===== src/rtl/tree_router_node.sv =====
`default_nettype none
// +----------------------------------------------------------------------------+
// | Module   : tree_router_node                                                |
// | Purpose  : 3-port binary-tree NoC router node (parent + two children),     |
// |            one-entry output buffers, per-output round-robin arbitration.   |
// | Options  : ROUTER_STATS_EN adds per-output 16-bit forwarded-packet counts. |
// | Revision : 1.0 - initial release                                           |
// +----------------------------------------------------------------------------+
module tree_router_node #(
  parameter int                    WIDTH      = 47,
  parameter int                    ADDR_WIDTH = 3,
  parameter int                    DEST_LSB   = 43,
  parameter logic [ADDR_WIDTH-1:0] ADDRESS    = 3'b100,
  parameter logic [ADDR_WIDTH-1:0] MASK       = 3'b110,
  parameter int                    SEL_BIT    = 0
) (
  input  logic             clk,
  input  logic             rst_n,
  input  logic             c1_in_valid,
  output logic             c1_in_ready,
  input  logic [WIDTH-1:0] c1_in_data,
  input  logic             c2_in_valid,
  output logic             c2_in_ready,
  input  logic [WIDTH-1:0] c2_in_data,
  input  logic             p_in_valid,
  output logic             p_in_ready,
  input  logic [WIDTH-1:0] p_in_data,
  output logic             c1_out_valid,
  input  logic             c1_out_ready,
  output logic [WIDTH-1:0] c1_out_data,
  output logic             c2_out_valid,
  input  logic             c2_out_ready,
  output logic [WIDTH-1:0] c2_out_data,
  output logic             p_out_valid,
  input  logic             p_out_ready,
  output logic [WIDTH-1:0] p_out_data
`ifdef ROUTER_STATS_EN
  ,
  output logic [15:0]      p_fwd_count,
  output logic [15:0]      c1_fwd_count,
  output logic [15:0]      c2_fwd_count
`endif
);

  // Port index used for both inputs and outputs; also the round-robin order.
  localparam int c_C1 = 0;
  localparam int c_C2 = 1;
  localparam int c_P  = 2;

  logic [2:0]            w_in_valid;
  logic [2:0][WIDTH-1:0] w_in_data;
  logic [2:0]            w_in_ready;
  logic [2:0]            w_out_ready;
  logic [2:0][2:0]       w_route;      // [input][output] one-hot target
  logic [2:0][2:0]       w_req;        // [output][input]
  logic [2:0][2:0]       w_grant;      // [output][input]
  logic [2:0]            w_can_load;
  logic [2:0]            w_accept;
  logic [2:0][WIDTH-1:0] w_load_data;
  logic [2:0]            w_buf_valid;
  logic [2:0][WIDTH-1:0] w_buf_data;
  logic [2:0][1:0]       w_ptr;

  assign w_in_valid  = {p_in_valid, c2_in_valid, c1_in_valid};
  assign w_in_data   = {p_in_data, c2_in_data, c1_in_data};
  assign w_out_ready = {p_out_ready, c2_out_ready, c1_out_ready};

  // First requester at or after the pointer, wrapping C1 -> C2 -> P.
  function automatic logic [2:0] rr_pick(input logic [2:0] req, input logic [1:0] ptr);
    logic [2:0] g;
    g = '0;
    case (ptr)
      2'd1: begin
        if (req[1])      g = 3'b010;
        else if (req[2]) g = 3'b100;
        else if (req[0]) g = 3'b001;
      end
      2'd2: begin
        if (req[2])      g = 3'b100;
        else if (req[0]) g = 3'b001;
        else if (req[1]) g = 3'b010;
      end
      default: begin
        if (req[0])      g = 3'b001;
        else if (req[1]) g = 3'b010;
        else if (req[2]) g = 3'b100;
      end
    endcase
    return g;
  endfunction

  function automatic logic [1:0] rr_next(input logic [2:0] grant);
    logic [1:0] p;
    case (grant)
      3'b001:  p = 2'd1;
      3'b010:  p = 2'd2;
      default: p = 2'd0;
    endcase
    return p;
  endfunction

  for (genvar i = 0; i < 3; i++) begin : g_dec
    logic [ADDR_WIDTH-1:0] w_dest;
    logic                  w_up;
    assign w_dest          = w_in_data[i][DEST_LSB +: ADDR_WIDTH];
    assign w_up            = ((w_dest & MASK) == (ADDRESS & MASK));
    assign w_route[i][c_P]  = w_up;
    assign w_route[i][c_C2] = ~w_up & w_dest[SEL_BIT];
    assign w_route[i][c_C1] = ~w_up & ~w_dest[SEL_BIT];
  end

  always_comb begin
    w_req       = '0;
    w_grant     = '0;
    w_can_load  = '0;
    w_accept    = '0;
    w_load_data = '0;
    for (int o = 0; o < 3; o++) begin
      for (int i = 0; i < 3; i++) begin
        w_req[o][i] = w_in_valid[i] & w_route[i][o];
      end
      // A full buffer that drains this cycle can take a new packet.
      w_can_load[o] = ~w_buf_valid[o] | w_out_ready[o];
      w_grant[o]    = rr_pick(w_req[o], w_ptr[o]);
      w_accept[o]   = w_can_load[o] & (|w_grant[o]);
      for (int i = 0; i < 3; i++) begin
        if (w_grant[o][i]) w_load_data[o] = w_in_data[i];
      end
    end
  end

  always_comb begin
    w_in_ready = '0;
    for (int i = 0; i < 3; i++) begin
      w_in_ready[i] = rst_n & ((w_grant[c_C1][i] & w_can_load[c_C1]) |
                               (w_grant[c_C2][i] & w_can_load[c_C2]) |
                               (w_grant[c_P][i]  & w_can_load[c_P]));
    end
  end

  assign c1_in_ready = w_in_ready[c_C1];
  assign c2_in_ready = w_in_ready[c_C2];
  assign p_in_ready  = w_in_ready[c_P];

  for (genvar o = 0; o < 3; o++) begin : g_out
    logic             r_valid;
    logic [WIDTH-1:0] r_data;
    logic [1:0]       r_ptr;

    always_ff @(posedge clk or negedge rst_n) begin
      if (!rst_n) begin
        r_valid <= 1'b0;
        r_data  <= '0;
        r_ptr   <= 2'd0;
      end else if (w_accept[o]) begin
        r_valid <= 1'b1;
        r_data  <= w_load_data[o];
        r_ptr   <= rr_next(w_grant[o]);
      end else if (w_out_ready[o]) begin
        r_valid <= 1'b0;
      end
    end

    assign w_buf_valid[o] = r_valid;
    assign w_buf_data[o]  = r_data;
    assign w_ptr[o]       = r_ptr;
  end

  assign c1_out_valid = w_buf_valid[c_C1];
  assign c1_out_data  = w_buf_data[c_C1];
  assign c2_out_valid = w_buf_valid[c_C2];
  assign c2_out_data  = w_buf_data[c_C2];
  assign p_out_valid  = w_buf_valid[c_P];
  assign p_out_data   = w_buf_data[c_P];

`ifdef ROUTER_STATS_EN
  logic [2:0][15:0] w_count;

  for (genvar o = 0; o < 3; o++) begin : g_stats
    logic [15:0] r_count;
    always_ff @(posedge clk or negedge rst_n) begin
      if (!rst_n) begin
        r_count <= 16'd0;
      end else if (w_buf_valid[o] && w_out_ready[o]) begin
        r_count <= r_count + 16'd1;
      end
    end
    assign w_count[o] = r_count;
  end

  assign c1_fwd_count = w_count[c_C1];
  assign c2_fwd_count = w_count[c_C2];
  assign p_fwd_count  = w_count[c_P];
`endif

endmodule
`default_nettype wire


===== config.mk =====
export PLATFORM = sky130hd
export DESIGN_NAME = tree_router_node
export DESIGN_NICKNAME = d
export VERILOG_FILES = /design/src/rtl/tree_router_node.sv
export SDC_FILE = /design/constraint.sdc
export NUM_CORES = 1
export LEC_CHECK = 0
export CAP_MARGIN = 20
export CORE_MARGIN = 5
export CORE_UTILIZATION = 45
export CTS_CLUSTER_SIZE = 28
export DETAILED_ROUTE_END_ITERATION = 6
export GPL_TIMING_DRIVEN = 0
export PLACE_DENSITY = 0.81
export SYNTH_ARGS = -nofsm -noshare
export SYNTH_HDL_FRONTEND = slang
export SYNTH_SLANG_ARGS = --single-unit

===== constraint.sdc =====
create_clock -name clk -period 3.09 [get_ports clk]
set_input_delay 0.618 -clock clk [delete_from_list [all_inputs] [get_ports clk]]
set_output_delay 0.618 -clock clk [all_outputs]
set_load 0.005 [all_outputs]

After elaboration in Yosys (flattened, before gate mapping)
Index checks and enable logic that the tools add are counted.

Equal/unequal tests: 15. Mux-type cells: 48. Bitwise operators: 48. Reduce and logical (&&, ||, !) cells: 6.

Operator list (number): $mux W47 (9); $mux W3 (18); $and A1 B1 Y1 (30); $pmux W3 S2 (3); $eq A2 B2 Y1 const B (6); $mux W2 (6); $pmux W2 S2 (3); $eq A3 B1 Y1 const B (3); $eq A3 B2 Y1 const B (3); $mux W1 (9); $not A1 Y1 (9); $or A1 B1 Y1 (9); $reduce_or A3 Y1 (3); $eq A2 B1 Y1 const B (3); $reduce_bool A2 Y1 (3).

Flip-flop bits (word level): 150. Output and inout bits: 147. Logic and storage cells: 126.

Depth between registers and ports, before layout
Gate-level depths: netlist of the first run.

Word-level depth: 12. Mapped depth: 11.

Worst setup path after synthesis of the first run
Ideal clock, no wire load.

Path type: in2out. From: input c2_in_data[45]. To: output c2_in_ready. Arrival time: 1.869 ns. Required time: 2.472 ns. Path slack: 0.603 ns. Stages on the path: 7. Path buffers: 1. Cell sequence: nor2b_1 > buf_6 > or2_4 > or3_1 > o31ai_1 > nand2_1 > a21boi_0.

Longest elaborated chain between the ends: 12. Elaborated cells between the ends (all ways): 34.

RTL lines: start, declared (line 24) `input logic [WIDTH-1:0] c2_in_data,`; $eq A2 B2 Y1 * (line 106) `assign w_up = ((w_dest & MASK) == (ADDRESS & MASK));`; $not A1 Y1 (line 108, 109); $and A1 B1 Y1 (on tied branches) (line 109, 108); $and A1 B1 Y1 (line 120) `w_req[o][i] = w_in_valid[i] & w_route[i][o];`; $mux W2 (line 81) `else if (req[1]) g = 3'b010;`; $mux W2 (line 80) `else if (req[0]) g = 3'b001;`; $mux W3 (line 79) `if (req[2]) g = 3'b100;`; $pmux W3 S2 (line 72) `case (ptr)`; $and A1 B1 Y1 (on tied branches) (line 135, 136); $or A1 B1 Y1 (line 135) `w_in_ready[i] = rst_n & ((w_grant[c_C1][i] & w_can_load[c_C1]) |`; $or A1 B1 Y1 * (line 136) `(w_grant[c_C2][i] & w_can_load[c_C2]) |`; $and A1 B1 Y1 * (line 135); end, declared (line 23) `output logic c2_in_ready,`.

Mark *: on every way between the ends. The rest lies on a longest branch, timed or not.

Final worst setup path of the first run
From: input c1_in_data[44]. To: output p_in_ready.

Longest elaborated chain between the ends: 10. Elaborated cells between the ends (all ways): 19.

RTL lines: start, declared (line 21) `input logic [WIDTH-1:0] c1_in_data,`; $eq A2 B2 Y1 * (line 106); $not A1 Y1 (line 108, 109); $and A1 B1 Y1 (on tied branches) (line 109, 108); $and A1 B1 Y1 (line 120); $mux W3 (line 84) `if (req[0]) g = 3'b001;`; $pmux W3 S2 (line 72); $and A1 B1 Y1 (on tied branches) (line 135, 136); $or A1 B1 Y1 (line 135); $or A1 B1 Y1 * (line 136); $and A1 B1 Y1 * (line 135); end, declared (line 26) `output logic p_in_ready,`.

Marked as above.

==> out/qor.yml, run 1 <==
drtIter0Drc: 1472
cp.required_ps: 2470
violations: "DRC"
period_needed_ps: 3074
final_max_slew_viol_count: 0
r2r_slack_ps: 180
final_hold_viol_count: 0
nets: 1347
drive_above_1_share_pct: 10.47
setup_slack_ps: 15.86
cts_tree: "done"
crit_arrival_ps: 2460
yosysTopAreaCellShare_pct: 47.08
fillers: 1382
critPathKind: "in -> out"
grt_remaining_overflow: 0
grt_util_all_layers_pct: 35.48
core_area_um2: 17360
grt_first_pass_wirelength_mm: 54.86
dr_total_vias: 9384
initial_core_util_pct: 45.93
regArea_um2: 3754
post-place-ws_ps: -929.2
final_util_pct: 70.03
status: "complete, but fails checks"
die_area_um2: 20480
grt_max_degree: 82
grt_antenna_before_repair: 2
cts_buffers: 17
ys_types: 48
portBuffers: 295
htreeDepth: 4
relSlewSlack_pct: 40.35
syn_nets: 1022
clk_pin_slew_ps: 70
gp_congestion: 0.9497
die_h_um: 143.1
postRouteAntennaNets: 0
std_cell_rows: 48
ir_drop_mv: 0.6446
finalCritPeriodShare_pct: 99.49
cp_max_fo: 5
synth-seq-cells: 150
yosysWarnings: 0
ys_async_sr_fraction_pct: 100.0
root_buffer: "clkbuf_16"
critPathLaunchType: "input pin"
first_pass_iters: 7
syn_inst: 867
startpoint: "c1_in_data[44]"
r2r-end: "g_out[1].r_ptr[1]$_DFFE_PN0P_"
ff2ff_path_depth: 16
areaGrowthSynthToFinish_pct: 52.45
cts.sinks: 150
ys.flop_type: "dfrtp_1"
synth_edf_count: 0
fmax_mhz: 325.3
grt_pass1_vias: 9422
vias_per_cell: 6.553
multi_input_area_um2: 3913
power_density_nw_per_um2: 980.9
synthTopCellsByArea: "dfrtp_1, a222oi_1, nand2_1, a21oi_1, nor2_1"
clock_latency_ps: 430
worst_pin_slew_ps: 894.8
endpoint_kind: "output pin"
cts_hold_buf: 0
seq_area_frac_synth_pct: 47.08
syn_area_per_cell_um2: 9.196
postRouteWirelength_mm: 37.35
fin_skew_ps: 15.79
synthesis.area_um2: 7973
dp_hpwl_mm: 26.00
clk_path_buf_depth: 2
hold_class: "in -> async"
pin_count: 296
synth_top_area_cell: "dfrtp_1"
rr_startpoint: "g_out[1].r_ptr[1]$_DFFE_PN0P_"
maxCapViolCount: 0
cp-endpoint: "p_in_ready"
wl_per_cell_um: 26.08
p_leak_nw: 4.851
finalPower_w: 0.01192
setup_viol: 0
drc_errors: 20
die_w_um: 143.1
## routing by layer
metal  track usage, %  up-vias  part of all wire (%)
met5                0        -                     0
met4            18.91        0                   5.7
met3            9.879      156                    12
met2            54.82      794                    45
met1            45.38     4495                    37
li1                 -     3939                     -
## cell families after synthesis
logic type | after synthesis | synth area share, %
adders and majority gates | 6 | 0.9416
DFF | 150 | 47.08
buffers and inverters | 114 | 6.434
and+or+nand+nor | 258 | 14.64
AOI/OAI and AO/OA | 339 | 30.90
## area by class of cell
cell class              count  area share [%]
plain buffers              77           3.325
clock buffers              21           3.953
repair buffers            309           25.23
diodes                      3         0.06177
clock inverters            10          0.9883
well taps                 225           2.316
flip-flops and latches    150           30.88
multi-input cells         603           32.19
inverters                  34           1.050
## synth_stat cells, types with 2 or more instances
cell type / count
buf_4: 2
o22ai_1: 3
clkbuf_2: 4
a2111oi_4: 2
nand2_1: 86
a221oi_1: 22
inv_1: 34
o221ai_1: 22
a22oi_1: 34
dfrtp_1: 150
buf_2: 28
nand2b_1: 14
buf_1: 4
a31oi_1: 45
and3_1: 2
o21ai_1: 5
clkbuf_1: 37
nor3_1: 4
nor2b_1: 7
a21oi_1: 63
nor2_1: 83
ha_1: 6
o31ai_1: 2
o21a_1: 5
nand3b_1: 3
buf_6: 5
and2_1: 27
o21ai_0: 53
nand3_1: 25
o2bb2ai_1: 17
a221oi_2: 2
a222oi_1: 55
## cell usage in the layout (no fill, tap or decap), types with 6 or more instances in the layout
cell type and count:
buf_6 8, buf_4 15, clkbuf_1 32, nand2b_1 11
nand3_1 24, nor2_1 78, nand2_1 84, dfrtp_1 150
o2bb2ai_1 16, a31oi_1 45, a21oi_1 62, inv_1 34
nor2b_1 6, clkbuf_2 6, a222oi_1 55, and2_1 26
dlygate4sd2_1 10, clkbuf_16 17, buf_2 25, o21ai_0 52
clkdlybuf4s50_1 280, o221ai_1 22, a22oi_1 33, a221oi_1 20
## registers in the layout, indices dropped and copies added (netlist names)
signal,flops
c1_out_valid,1
c1_out_data,47
p_out_valid,1
c2_out_data,47
p_out_data,47
g_out.r_ptr,6
c2_out_valid,1
## where the power goes
part | switching, W | total [W] | leakage [nW] | internal [W]
Clock | 0.000881 | 0.00216 | 0.292 | 0.00128
Combinational | 0.00318 | 0.00623 | 2.69 | 0.00304
Sequential | 0.000600 | 0.00354 | 1.87 | 0.00294
## worst min-delay path by stage
stage | endpoint | slack, ps | depth (start not counted)
after CTS | g_out[1].r_ptr[0]$_DFFE_PN0P_ | 230 | 1
after global placement | p_out_data[45]$_DFFE_PN0P_ | 450 | 1
after detailed placement | c2_out_data[43]$_DFFE_PN0P_ | 450 | 1
after floorplan | c1_out_data[0]$_DFFE_PN0P_ | 320 | 0
after global routing | c2_out_data[43]$_DFFE_PN0P_ | 250 | 1
final | g_out[1].r_ptr[1]$_DFFE_PN0P_ | 210 | 1
## stage by stage
| step | cell area, um2 | instances | TNS (ps) | hold WS [ps] |
|---|---|---|---|---|
| 2_1_floorplan | 7973 | 867 | 0 | 322.4 |
| 6_report | 12150 | 1432 | 0 | 210.1 |
| 3_3_place_gp | 11210 | 1387 | -773400 | 448.9 |
| 4_1_cts | 12110 | 1428 | 0 | 226.9 |
| 3_5_place_dp | 11240 | 1388 | -17670 | 454.0 |
| 5_1_grt | 12150 | 1430 | -39.88 | 254.7 |
## repair_timing
action	CTS	global route
gates resized for setup	63	10
pin swaps	4	4
setup buffers	12	1
setup endpoints to repair	3	4
## worst max-delay path, stage by stage
cell             delay (ps)
dlygate4sd2_1           310
nor2b_4                 250
o22ai_2                 150
a221o_1                 380
buf_6                   150
nor2_2                  120
a221oi_2                 50
nor2b_1                 190
clkdlybuf4s15_2         230
(Power assumes the default switching activity.)
==> run 2: changes to the inputs <==
==> config.mk (replaced) <==
export PLATFORM = sky130hd
export DESIGN_NAME = tree_router_node
export DESIGN_NICKNAME = d
export VERILOG_FILES = /design/src/rtl/tree_router_node.sv
export SDC_FILE = /design/constraint.sdc
export NUM_CORES = 1
export LEC_CHECK = 0
export ABC_AREA = 1
export CAP_MARGIN = 20
export CORE_MARGIN = 5
export CORE_UTILIZATION = 48
export DETAILED_ROUTE_END_ITERATION = 6
export GPL_TIMING_DRIVEN = 0
export PLACE_DENSITY = 0.82
export SYNTH_ARGS = -nofsm -noshare
export SYNTH_HDL_FRONTEND = slang
export SYNTH_SLANG_ARGS = --single-unit
==> run 2 against run 1 <==
  * The flow now finishes without violations
  * Power increased by 0.70%
  * Register-to-register slack improved by 250 ps
  * Maximum frequency increased by 3.5%
  * Worst hold slack got worse by 90 ps
  * Critical path type is now reg -> out
  * Critical endpoint is now c2_in_ready
==> out/qor.yml, run 2 <==
nets: 1873  # +39%
mostFrequentLayoutCell: "nand2_1"
period_needed_ps: 2970  # -104.3 ps
first_pass_iters: 7  # unchanged
crit_arrival_ps: 2350  # -110 ps
final_hold_viol_count: 0  # unchanged
syn_inst: 1392  # +61%
worst_pin_slew_ps: 877.5  # -17.33 ps
synth_edf_count: 0  # unchanged
finalCritPeriodShare_pct: 96.11  # -3.4 points
grt_pass1_vias: 11795  # +25%
critPathMaxStageDelay_ps: 360  # -20 ps
finalPower_w: 0.01201  # +0.70%
cp.required_ps: 2470  # about the same
gp_congestion: 0.9819  # +3.4%
hold_class: "in -> async"
syn_area_per_cell_um2: 6.776  # -26%
grt_max_degree: 59  # -28%
place_inst: 1954  # +41%
synth_top_area_cell: "dfrtp_1"
hold_slack_ps: 120.0  # -90.12 ps
synthTopCellsByArea: "dfrtp_1, nand2_1, nand3_1, buf_2, nand3b_1"
clk_path_buf_depth: 2  # unchanged
grt_antenna_before_repair: 1  # -1
regArea_um2: 3754  # unchanged
core_area_um2: 19400  # +12%
die_area_um2: 22550  # +10%
ys.flop_type: "dfrtp_1"
fmax_mhz: 336.7  # +3.5%
ir_drop_mv: 0.6687  # +3.7%
critPathSlowestCell: "dfrtp_1"
critPathLaunchType: "flip-flop"
areaGrowthSynthToFinish_pct: 44.14
grt_first_pass_wirelength_mm: 68.50  # +25%
pin_count: 296  # unchanged
synth-seq-cells: 150  # unchanged
fin_cells: 1998  # +40%
maxCapViolCount: 0  # unchanged
cts_buffers: 17  # unchanged
die_w_um: 150.2  # +4.9%
critPathKind: "reg -> out"
cts.sinks: 150  # unchanged
cts_hold_buf: 0  # unchanged
root_buffer: "clkbuf_16"
htreeDepth: 4  # unchanged
portBuffers: 295  # unchanged
p_leak_nw: 6.632  # +37%
die_h_um: 150.2  # +4.9%
grt_remaining_overflow: 0  # unchanged
yosysTopAreaCellShare_pct: 39.80  # -7.3 points
setup_slack_ps: 120.2  # +104.3 ps
grt_util_all_layers_pct: 40.25  # +4.8 points
syn_nets: 1547  # +51%
std_cell_rows: 51  # +6.3%
synthesis.area_um2: 9432  # +18%
drtIter0Drc: 1781  # +21%
cp_max_fo: 10  # +5
drc_errors: 0  # -100%
dr_total_vias: 12284  # +31%
path_cells: "inv_1 > ha_1 > inv_1 > nand2_1 > nand2_1 > nand2_2 > nand2_4 > inv_6 > nand2_8 > nand3_1 > nand2_1 > inv_1 > dlygate4sd2_1"
ys_types: 30  # -38%
status: "finished, final reports clean"
wl_per_cell_um: 23.12  # -11%
endpoint_kind: "output pin"
seq_area_frac_synth_pct: 39.80  # -7.3 points
synth_commonest_cells: "nand2_1, nand3_1, dfrtp_1"
setup_viol: 0  # unchanged
relSlewSlack_pct: 41.50  # +1.2 points
clock_latency_ps: 440  # about the same
fin_skew_ps: 10.83  # -4.960 ps
dp_hpwl_mm: 32.80  # +26%
final_cell_mix: "nand2_1, nand3_1, clkdlybuf4s50_1"
initial_core_util_pct: 48.62  # +2.7 points
clk_pin_slew_ps: 70  # about the same
final_max_slew_viol_count: 0  # unchanged
postRouteWirelength_mm: 46.20  # +24%
drive_above_1_share_pct: 9.763  # -0.70 points
power_density_nw_per_um2: 883.1  # -10%
vias_per_cell: 6.148  # -6.2%
ys_async_sr_fraction_pct: 100.0  # unchanged
yosysWarnings: 0  # unchanged
cts_tree: "done"
post-place-ws_ps: -583.1  # +346.0 ps
postRouteAntennaNets: 0  # unchanged
rsz0062_at_grt: "no"
fillers: 1709  # +24%
multi_input_area_um2: 5041  # +29%
synth_most_common_cell: "nand2_1"
run 2: cell count changes in the layout (fill, tap and decap cells not counted), moves of 26 or more:
cell,before,now
and2_1,26,0
o21ai_0,52,17
nand2_1,84,549
nor2_1,78,21
buf_2,25,53
a22oi_1,33,0
a31oi_1,45,0
a222oi_1,55,0
nand4_1,1,29
a21oi_1,62,0
nand3_1,24,390
run 2: worst max-delay path, delay by kind of cell (launching register included):
| family | cells | cell delay (ps) |
|---|---|---|
| buf+inv | 5 | 600 |
| simple gates | 7 | 610 |
| fa+ha+maj | 1 | 330 |
| flops | 1 | 360 |
run 2: layout make-up:
class	instances	share of cell area, %
clock buffer	19	3.332
multi-input combinational	1083	37.08
timing repair buffer	310	22.76
sequential	150	27.61
buffer	100	3.976
tap	265	2.439
inverter	56	1.592
clock inverter	13	1.169
antenna	2	0.03682
run 2: where the power goes:
| part | internal, W | leakage [nW] | switching, W |
|---|---|---|---|
| clock network | 0.00126 | 0.295 | 0.000968 |
| logic | 0.00273 | 4.36 | 0.00375 |
| registers | 0.00278 | 1.98 | 0.000523 |
| total | 0.00677 | 6.63 | 0.00524 |
run 2: through the flow:
stage          instance area [um2]  util, %  TNS (ps)
2_1_floorplan                 9432        -         0
5_1_grt                      13590    70.07         0
3_5_place_dp                 12770    65.84     -1460
4_1_cts                      13550    69.87         0
3_3_place_gp                 12720    65.55   -748270
6_report                     13590    70.08         0
run 2: kinds of logic after synthesis:
group	count (synthesis)	share of synthesized area [%]
AOI/OAI and AO/OA	25	1.512
adders and majority gates	6	0.7959
buffers and inverters	159	7.973
DFF	150	39.80
and+or+nand+nor	1052	49.92
run 2: repair_timing:
item	in CTS	in global routing
pin swaps	9	1
endpoints found under the setup margin	3	2
gates resized for setup	39	6
buffers inserted	11	2
run 2: worst paths after layout:
| path | start | to | slack (ps) | cells past startpoint |
|---|---|---|---|---|
| setup / recovery | g_out[2].r_ptr[0]$_DFFE_PN0P_ | c2_in_ready | 120 | 13 |
| hold / removal | rst_n | c2_out_data[0]$_DFFE_PN0P_ | 120 | 1 |
| setup reg to reg | g_out[2].r_ptr[0]$_DFFE_PN0P_ | p_out_data[1]$_DFFE_PN0P_ | 430 | 14 |
| hold reg to reg | c2_out_data[43]$_DFFE_PN0P_ | c2_out_data[43]$_DFFE_PN0P_ | 470 | 1 |
| max in group asynchronous | rst_n | c2_out_data[27]$_DFFE_PN0P_ | 2010 | 3 |
| min in group clk | c2_out_data[43]$_DFFE_PN0P_ | c2_out_data[43]$_DFFE_PN0P_ | 470 | 1 |
run 2: routing by layer:
layer / wire [um] / GRT usage, %
met1: 16870 / 51.80
met2: 19850 / 61.30
met3: 6447 / 11.26
met4: 3026 / 22.42
met5: 0 / 0
